[config.mk]
export PLATFORM = sky130hd
export DESIGN_NAME = led_trail_pwm
export DESIGN_NICKNAME = d
export VERILOG_FILES = /design/src/rtl/led_trail_pwm.sv
export SDC_FILE = /design/constraint.sdc
export NUM_CORES = 1
export LEC_CHECK = 0
export BUFFER_PORTS_ARGS = -buffer_cell sky130_fd_sc_hd__buf_4
export CAP_MARGIN = 10
export CORE_ASPECT_RATIO = 1.2
export CORE_MARGIN = 5
export CORE_UTILIZATION = 45
export CTS_BUF_LIST = sky130_fd_sc_hd__clkbuf_4
export CTS_CLUSTER_DIAMETER = 60
export CTS_CLUSTER_SIZE = 30
export DETAILED_ROUTE_END_ITERATION = 10
export PLACE_DENSITY = 0.67
export SYNTH_ARGS = -nofsm -noshare
export SYNTH_HDL_FRONTEND = slang
export SYNTH_SLANG_ARGS = --single-unit
[constraint.sdc]
create_clock -name clk -period 1.6 [get_ports clk]
set_clock_uncertainty 0.2 [all_clocks]
set_input_delay 0.32 -clock clk [delete_from_list [all_inputs] [get_ports clk]]
set_output_delay 0.32 -clock clk [all_outputs]
set_load 0.01 [all_outputs]
[src/rtl/led_trail_pwm.sv]
// ---------------------------------------------------------------------------
// led_trail_pwm
//
// PWM dimmer with an optional decaying "comet trail" for an 8-LED sweep.
// Each LED owns a brightness level. A lit input loads the global peak level;
// once the input drops, the level either fades one step per decay interval
// (trail build) or goes straight to zero (default build). A free-running PWM
// counter with period (2^LEVEL_W)-1 turns each level into a duty cycle of
// level/((2^LEVEL_W)-1).
//
// Build option:
//   LED_TRAIL_PWM_TRAIL_EN  - when defined, compile the decay prescaler and
//                             per-LED fade; when undefined, level follows
//                             led_in directly.
//
// Parameters:
//   LEVEL_W       width of each level register and of the PWM counter
//   DECAY_CYCLES  clk cycles between successive decay steps (>= 1)
//
// Ports:
//   clk         in   sole clock, rising edge
//   reset_n     in   synchronous active-low reset
//   led_in      in   [7:0]  sweep pattern from the upstream stage
//   brightness  in   [LEVEL_W-1:0] peak level applied to lit LEDs
//   led_out     out  [7:0]  registered PWM drive to the LEDs
//   pwm_sync    out  registered one-cycle pulse at the start of each period
// ---------------------------------------------------------------------------
module led_trail_pwm #(
  parameter int unsigned LEVEL_W      = 4,
  parameter int unsigned DECAY_CYCLES = 50000
) (
  input  logic               clk,
  input  logic               reset_n,
  input  logic [7:0]         led_in,
  input  logic [LEVEL_W-1:0] brightness,
  output logic [7:0]         led_out,
  output logic               pwm_sync
);

  // Last PWM count is (2^LEVEL_W)-2, so the period is (2^LEVEL_W)-1 and the
  // all-ones level is on for every count.
  localparam logic [LEVEL_W-1:0] CNT_LAST = {{(LEVEL_W-1){1'b1}}, 1'b0};

  if (DECAY_CYCLES < 1) begin : g_bad_decay
    $error("led_trail_pwm: DECAY_CYCLES must be at least 1");
  end

  logic [LEVEL_W-1:0] pwm_cnt_q, pwm_cnt_d;
  logic [LEVEL_W-1:0] level_q [8];
  logic [LEVEL_W-1:0] level_d [8];
  logic [7:0]         led_out_q, led_out_d;
  logic               pwm_sync_q, pwm_sync_d;

`ifdef LED_TRAIL_PWM_TRAIL_EN
  localparam int unsigned PRE_W = (DECAY_CYCLES > 1) ? $clog2(DECAY_CYCLES) : 1;
  localparam logic [PRE_W-1:0] PRE_LAST = PRE_W'(DECAY_CYCLES - 1);

  logic [PRE_W-1:0] pre_q, pre_d;
  logic             decay_tick;
`endif

  // NOTE: every always_comb target gets a default before any branch so no
  // path can leave it unassigned and infer a latch.
  always_comb begin
    pwm_cnt_d  = (pwm_cnt_q == CNT_LAST) ? '0 : pwm_cnt_q + LEVEL_W'(1);
    pwm_sync_d = (pwm_cnt_q == '0);
    led_out_d  = '0;
    for (int i = 0; i < 8; i++) begin
      led_out_d[i] = (level_q[i] > pwm_cnt_q);
    end

`ifdef LED_TRAIL_PWM_TRAIL_EN
    decay_tick = (pre_q == PRE_LAST);
    pre_d      = decay_tick ? '0 : pre_q + PRE_W'(1);
    for (int i = 0; i < 8; i++) begin
      level_d[i] = level_q[i];
      // A lit input wins over a coincident decay step.
      if (led_in[i]) begin
        level_d[i] = brightness;
      end else if (decay_tick && (level_q[i] != '0)) begin
        level_d[i] = level_q[i] - LEVEL_W'(1);
      end
    end
`else
    for (int i = 0; i < 8; i++) begin
      level_d[i] = led_in[i] ? brightness : '0;
    end
`endif
  end

  // NOTE: sequential state uses non-blocking assignments so every register
  // samples the pre-edge value of its peers, independent of statement order.
  // NOTE: the level array is small and its reset value is visible at
  // led_out, so it is cleared alongside the counters rather than left as
  // uninitialised storage.
  always_ff @(posedge clk) begin
    if (!reset_n) begin
      pwm_cnt_q  <= '0;
      led_out_q  <= '0;
      pwm_sync_q <= 1'b0;
      for (int i = 0; i < 8; i++) begin
        level_q[i] <= '0;
      end
    end else begin
      pwm_cnt_q  <= pwm_cnt_d;
      led_out_q  <= led_out_d;
      pwm_sync_q <= pwm_sync_d;
      for (int i = 0; i < 8; i++) begin
        level_q[i] <= level_d[i];
      end
    end
  end

`ifdef LED_TRAIL_PWM_TRAIL_EN
  always_ff @(posedge clk) begin
    if (!reset_n) begin
      pre_q <= '0;
    end else begin
      pre_q <= pre_d;
    end
  end
`endif

  assign led_out  = led_out_q;
  assign pwm_sync = pwm_sync_q;

endmodule
Yosys cells after proc, flatten, opt, wreduce, memory -nomap -nowiden
Memories as Yosys holds them, arrays and structs flattened.
Index checks and enable logic that the tools add are counted.
{"block": "word_totals", "regBits": 13, "mem_bits_rw": 32, "inputBits": 14, "output_inout_bits": 9, "memories": 1}
{"memory": "level_q", "words": 8, "word_bits": 4, "read_ports": 8, "rd_ports_with_merged_regs": 0, "write_ports": 8, "line": "49", "text": "logic [LEVEL_W-1:0] level_q [8];"}
{"block": "op_classes", "n_addsub": 1, "n_lt_le_gt_ge": 8, "n_eq_ne": 1, "n_mux": 18, "bitwise": 9, "reduce_logical": 2}
{"cell": "2-to-1 mux 4 bit", "n": 16}
{"cell": "> comparator 4 bit", "n": 8}
{"cell": "bitwise OR 1 bit", "n": 8}
{"cell": "adder 4 x 1 -> 4 bit (second input constant)", "n": 1}
{"cell": "== test 4 bit (second input constant)", "n": 1}
{"cell": "logical NOT 4 bit", "n": 1}
{"cell": "2-to-1 mux 1 bit", "n": 2}
{"cell": "OR reduction 2 bit", "n": 1}
{"cell": "inverter 1 bit", "n": 1}

Logic depth before layout (Yosys ltp)
{"block": "depth", "depth_word": 2, "mapped_depth": 5, "mapped_depth_nobuf": 5}

Least setup slack after synthesis
Ideal clock, no wire load.
{"block": "synth_timing", "path_kind": "register to register", "from": "reg pwm_cnt_q[0]", "to": "reg pwm_cnt_q[2]", "setup_time_ps": 70, "arrival_ps": 1224, "slack_ps": 106, "stages_incl_launch_ff": 5, "path_buffers": 0, "period_less_slack_ps": 1494, "path_cell_list": "dfxtp_1 inv_1 ha_1 a211o_1 a21boi_1"}
{"block": "synth_between", "elab_chain_cells": 2, "elab_cells_between_ends": 3, "classes_between": "add/sub (1); eq/ne (1); reduce/logical (1)"}
{"item": "start, declared", "line": "48", "text": "logic [LEVEL_W-1:0] pwm_cnt_q, pwm_cnt_d;"}
{"item": "start signal, assigned", "line": "105", "text": "pwm_cnt_q <= pwm_cnt_d;"}
{"item": "branches (longest 2 deep; another with adder 4 x 1 -> 4 bit)"}
Several ways; the timed one is not identified.
A chain may end at the register's enable or synchronous reset.

Final worst setup path
{"block": "layout_timing", "from": "reg pwm_cnt_q[1]", "to": "reg led_out_q[4], in the netlist led_out[4]"}
{"block": "layout_between", "elab_chain_cells": 1}
{"item": "> comparator 4 bit", "line": "69", "text": "led_out_d[i] = (level_q[i] > pwm_cnt_q);"}
{"item": "end signal, assigned", "line": "106", "text": "led_out_q <= led_out_d;"}
{"item": "end, declared", "line": "51", "text": "logic [7:0] led_out_q, led_out_d;"}
Every way passes these cells.

==> reports/qor.log <==
qor: clock_tree.clk_pin_slew_worst_paths 0.13 ns
qor: power.p_leak 1.13 nW
qor: drt.via_count 1409
qor: power.p_comb_frac 0.175
qor: layout.number_of_diodes 0
qor: flow_run.cap_viol_max_count 0
qor: yosys.mappedNetlistArea 1950 µm²
qor: timing.slew_viol_final 0
qor: yosys.post_synth_xor_area_fraction 0
qor: clock_tree.cts_htree_levels 2
qor: critical_path.worst_setup_path_startpoint pwm_cnt_q[1]
qor: clock_tree.cts_root_buffer sky130_fd_sc_hd__clkbuf_4
qor: yosys.synth-adder-area-share 0.225
qor: drt.drc_violations 0
qor: yosys.largest_family_of_logic_cells_by_synthesized_area adder cells
qor: critical_path.critical_path.max_fanout 4
qor: placement.numPortBuffers 22
qor: outcome.outcome finished, final reports clean
qor: power.sw_frac 0.238
qor: global_routing.gr-usage-met3 0.0343
qor: clock_tree.cts_buffers 5
qor: floorplan.coreArea 4230 µm²
qor: yosys.ys_async_sr_fraction 0
qor: drt.post_drt_wl_per_cell 12.7 µm
qor: global_routing.grt_pass1_wl 5790 µm
qor: power.vdd.ir_drop.worst 0.648 mV
qor: placement.dpl.hpwl 2550 µm
qor: clock_tree.clock_latency 0.35 ns
qor: critical_path.critical_path.max_stage_delay 0.35 ns
qor: floorplan.initial_utilization 0.460
qor: worst_hold_path.type_of_the_most_critical_hold_path primary input to flip-flop
qor: timing.report.final.hold_viol_count 0
qor: global_routing.grt_use_total 0.132
qor: global_routing.grt_remaining_overflow 0
qor: drt.drt-pass1-iter-count 4
qor: critical_path.path_cells inv_1 > buf_4 > ha_1 > nor2b_1 > o211ai_1 > a21oi_1
qor: critical_path.setup.worst_path.start_class flip-flop
qor: yosys.ys_seq_elements 45
qor: yosys.synth_area_leader sky130_fd_sc_hd__dfxtp_1
qor: timing.setup_slack 0.0646 ns
qor: power.netSwitchingPower 0.543 mW
qor: placement.gp_routability_congestion 0.726
qor: drt.avgViaCountPerCell 5.03
qor: layout.seq_area 902 µm²
qor: timing.slew_headroom 0.777
qor: floorplan.die-area 5750 µm²
qor: power.cellPowerDensity 970 nW/µm²
qor: critical_path.crit_path_end led_out[4]
qor: yosys.synth_common_cells sky130_fd_sc_hd__dfxtp_1, sky130_fd_sc_hd__ha_1, sky130_fd_sc_hd__and3_1
qor: yosys.avgSynthCellArea 10.4 µm²
qor: yosys.post_synth_num_cell_types 19
qor: timing.layout_worst_path_cycle_share 0.960
qor: critical_path.reg2regPathDepth 6
qor: clock_tree.cts_tree yes
qor: timing.fin_crit 1.54 ns
qor: global_routing.via_count_of_the_first_global_routing_pass 1312
qor: floorplan.floorplan.die.height 82.1 µm
qor: floorplan.design.portCount 23
qor: timing.grt_setup_unrepaired no
qor: yosys.netlist_top_cells_area sky130_fd_sc_hd__dfxtp_1, sky130_fd_sc_hd__ha_1, sky130_fd_sc_hd__and3_1
qor: drt.ant_nets 0
qor: yosys.synth.yosys.warnings 0
qor: global_routing.global_route.peak_usage_layer met2
qor: layout.drive_above_1_share 0.192
qor: yosys.synth_mux_area_frac 0
qor: critical_path.cp.required 1.65 ns
qor: layout.layout.nets 272
qor: timing.setup_viol_count_final 0
qor: yosys.post-synth-top-area-fraction 0.463
qor: drt.postRouteWirelength 3570 µm
qor: critical_path.endpoint_kind flip-flop
qor: global_routing.grt.met2_usage 0.250
qor: yosys.synth_edf_count 0
qor: timing.fmax 0.651 GHz
qor: yosys.synth_simple_gate_area_share 0.188
qor: yosys.synth.net_count 237
qor: floorplan.rows 26
qor: clock_tree.tritoncts_num_sinks 45
qor: yosys.yosys.cell_count.top_type sky130_fd_sc_hd__dfxtp_1
qor: placement.placement.setup.worst_slack 0.0771 ns
qor: timing.totalNegativeSetupSlack 0 ns
qor: critical_path.crit-reg2reg-capture led_out[4]
qor: power.clock_power_share 0.295
qor: yosys.postSynth.topFlopCell sky130_fd_sc_hd__dfxtp_1
qor: critical_path.path_depth 6
qor: critical_path.data_arrival_time_at_the_worst_slack_endpoint 1.58 ns
qor: global_routing.largest_net_degree_at_the_start_of_global_routing 46
qor: yosys.synthesized_area_fraction_occupied_by_ao_oa_aoi_and_oai_cells 0.0893
qor: layout.synthToLayoutAreaGrowth 21.0%
qor: layout.fill_cells 382
qor: drt.initialDrtViolationCount 56
qor: critical_path.timing.setup.critical_path_class flip-flop to flip-flop
qor: global_routing.grt_util_met1 0.138
qor: power.internal-power 1.74 mW
qor: yosys.synthesis.instances 188
qor: timing.max_slew.worst_pin.slew 0.335 ns
qor: critical_path.combined_buffer_and_inverter_count_along_the_critical_path 2
qor: floorplan.dieWidth 70.0 µm
qor: layout.multiInputGateArea 1000 µm²
qor: global_routing.initial_antenna_violation_count 0
qor: critical_path.worstReg2RegStart pwm_cnt_q[1]
qor: critical_path.cp_slowest_cell sky130_fd_sc_hd__dfxtp_2
qor: clock_tree.cts_max_path_buffers 2
qor: yosys.synth-seq-area-share 0.463
qor: critical_path.ff2ff_setup_slack 0.06 ns
qor: power.power.share.sequential 0.530
qor: critical_path.critical-path-top-delay-family flip-flops
## flip-flops by register name (all words and copies together) (netlist names)
| name | cells |
|---|---|
| pwm_cnt_q | 4 |
| led_out | 8 |
| level_q | 32 |
| pwm_sync | 1 |
## cells in the final DEF, fill, tap and decap left out
cell	synthesis	routed
sky130_fd_sc_hd__a211o_1	1	1
sky130_fd_sc_hd__a21boi_0	1	1
sky130_fd_sc_hd__a21boi_1	1	1
sky130_fd_sc_hd__a21oi_1	17	17
sky130_fd_sc_hd__and3_1	34	34
sky130_fd_sc_hd__buf_12	0	1
sky130_fd_sc_hd__buf_4	1	30
sky130_fd_sc_hd__bufinv_16	0	1
sky130_fd_sc_hd__clkbuf_4	0	6
sky130_fd_sc_hd__clkinv_1	0	1
sky130_fd_sc_hd__dfxtp_1	45	44
sky130_fd_sc_hd__dfxtp_2	0	1
sky130_fd_sc_hd__dlygate4sd3_1	0	1
sky130_fd_sc_hd__ha_1	35	33
sky130_fd_sc_hd__ha_4	0	2
sky130_fd_sc_hd__inv_1	11	10
sky130_fd_sc_hd__inv_2	1	2
sky130_fd_sc_hd__nand2_1	10	10
sky130_fd_sc_hd__nand3_1	1	1
sky130_fd_sc_hd__nand4_1	9	9
sky130_fd_sc_hd__nor2b_1	8	8
sky130_fd_sc_hd__nor3_1	1	1
sky130_fd_sc_hd__o211ai_1	8	8
sky130_fd_sc_hd__o21ai_0	1	1
## per-stage QoR
stage,utilization,area (µm²),cells,power (mW),hold slack [ns]
after floorplan,-,1950,188,1.47,0.257
after global placement,0.530,2240,271,1.62,0.282
after detailed placement,0.530,2240,271,1.63,0.287
after CTS,0.551,2330,280,2.31,0.000944
after global routing,0.557,2350,280,2.41,0.00215
final,0.557,2350,280,2.28,0.0181
## routing by layer
metal | wire length (µm) | vias to the layer above
met4 | 57 | 0
met1 | 1510 | 626
li1 | - | 749
met3 | 206 | 4
met2 | 1790 | 30
met5 | 0 | -
## power groups by stage
stage / combinational, mW / clock, mW / sequential, mW
CTS: 0.399 / 0.701 / 1.21
floorplan: 0.215 / 0 / 1.25
finish: 0.401 / 0.673 / 1.21
global placement: 0.386 / 0 / 1.23
global route: 0.455 / 0.737 / 1.22
detailed placement: 0.395 / 0 / 1.23
## cell families after synthesis
| logic type | after synthesis |
|---|---|
| AND/OR/NAND/NOR | 63 |
| flip-flops | 45 |
| adder cells (fa/ha/maj) | 35 |
| AO/OA/AOI/OAI | 29 |
| buffers and inverters | 16 |
## cell type report
class	instances	area share
multi-input cells	127	0.426
flip-flops and latches	45	0.383
repair buffers	32	0.108
well taps	56	0.0298
clock buffers	6	0.0191
inverters	12	0.0191
clock inverters	2	0.0143
## worst min path at each step
stage,startpoint,end,slack [ns],cells after the start
floorplan,pwm_cnt_q[2],pwm_sync,0.26,1
global placement,pwm_cnt_q[2],pwm_sync,0.28,1
detailed placement,pwm_cnt_q[2],pwm_sync,0.29,1
CTS,led_in[2],level_q[0][9],0.0009,2
global route,led_in[7],level_q[1][13],0.002,2
finish,led_in[0],level_q[0][0],0.02,2
## timing repair
item / in CTS / in global routing
hold endpoints to repair: 2 / 0
gates resized for setup: 0 / 4
hold buffers: 1 / 0
setup endpoints to repair: 0 / 6
buffers inserted: 0 / 0
No activity file was read; power rests on OpenSTA's default activity.
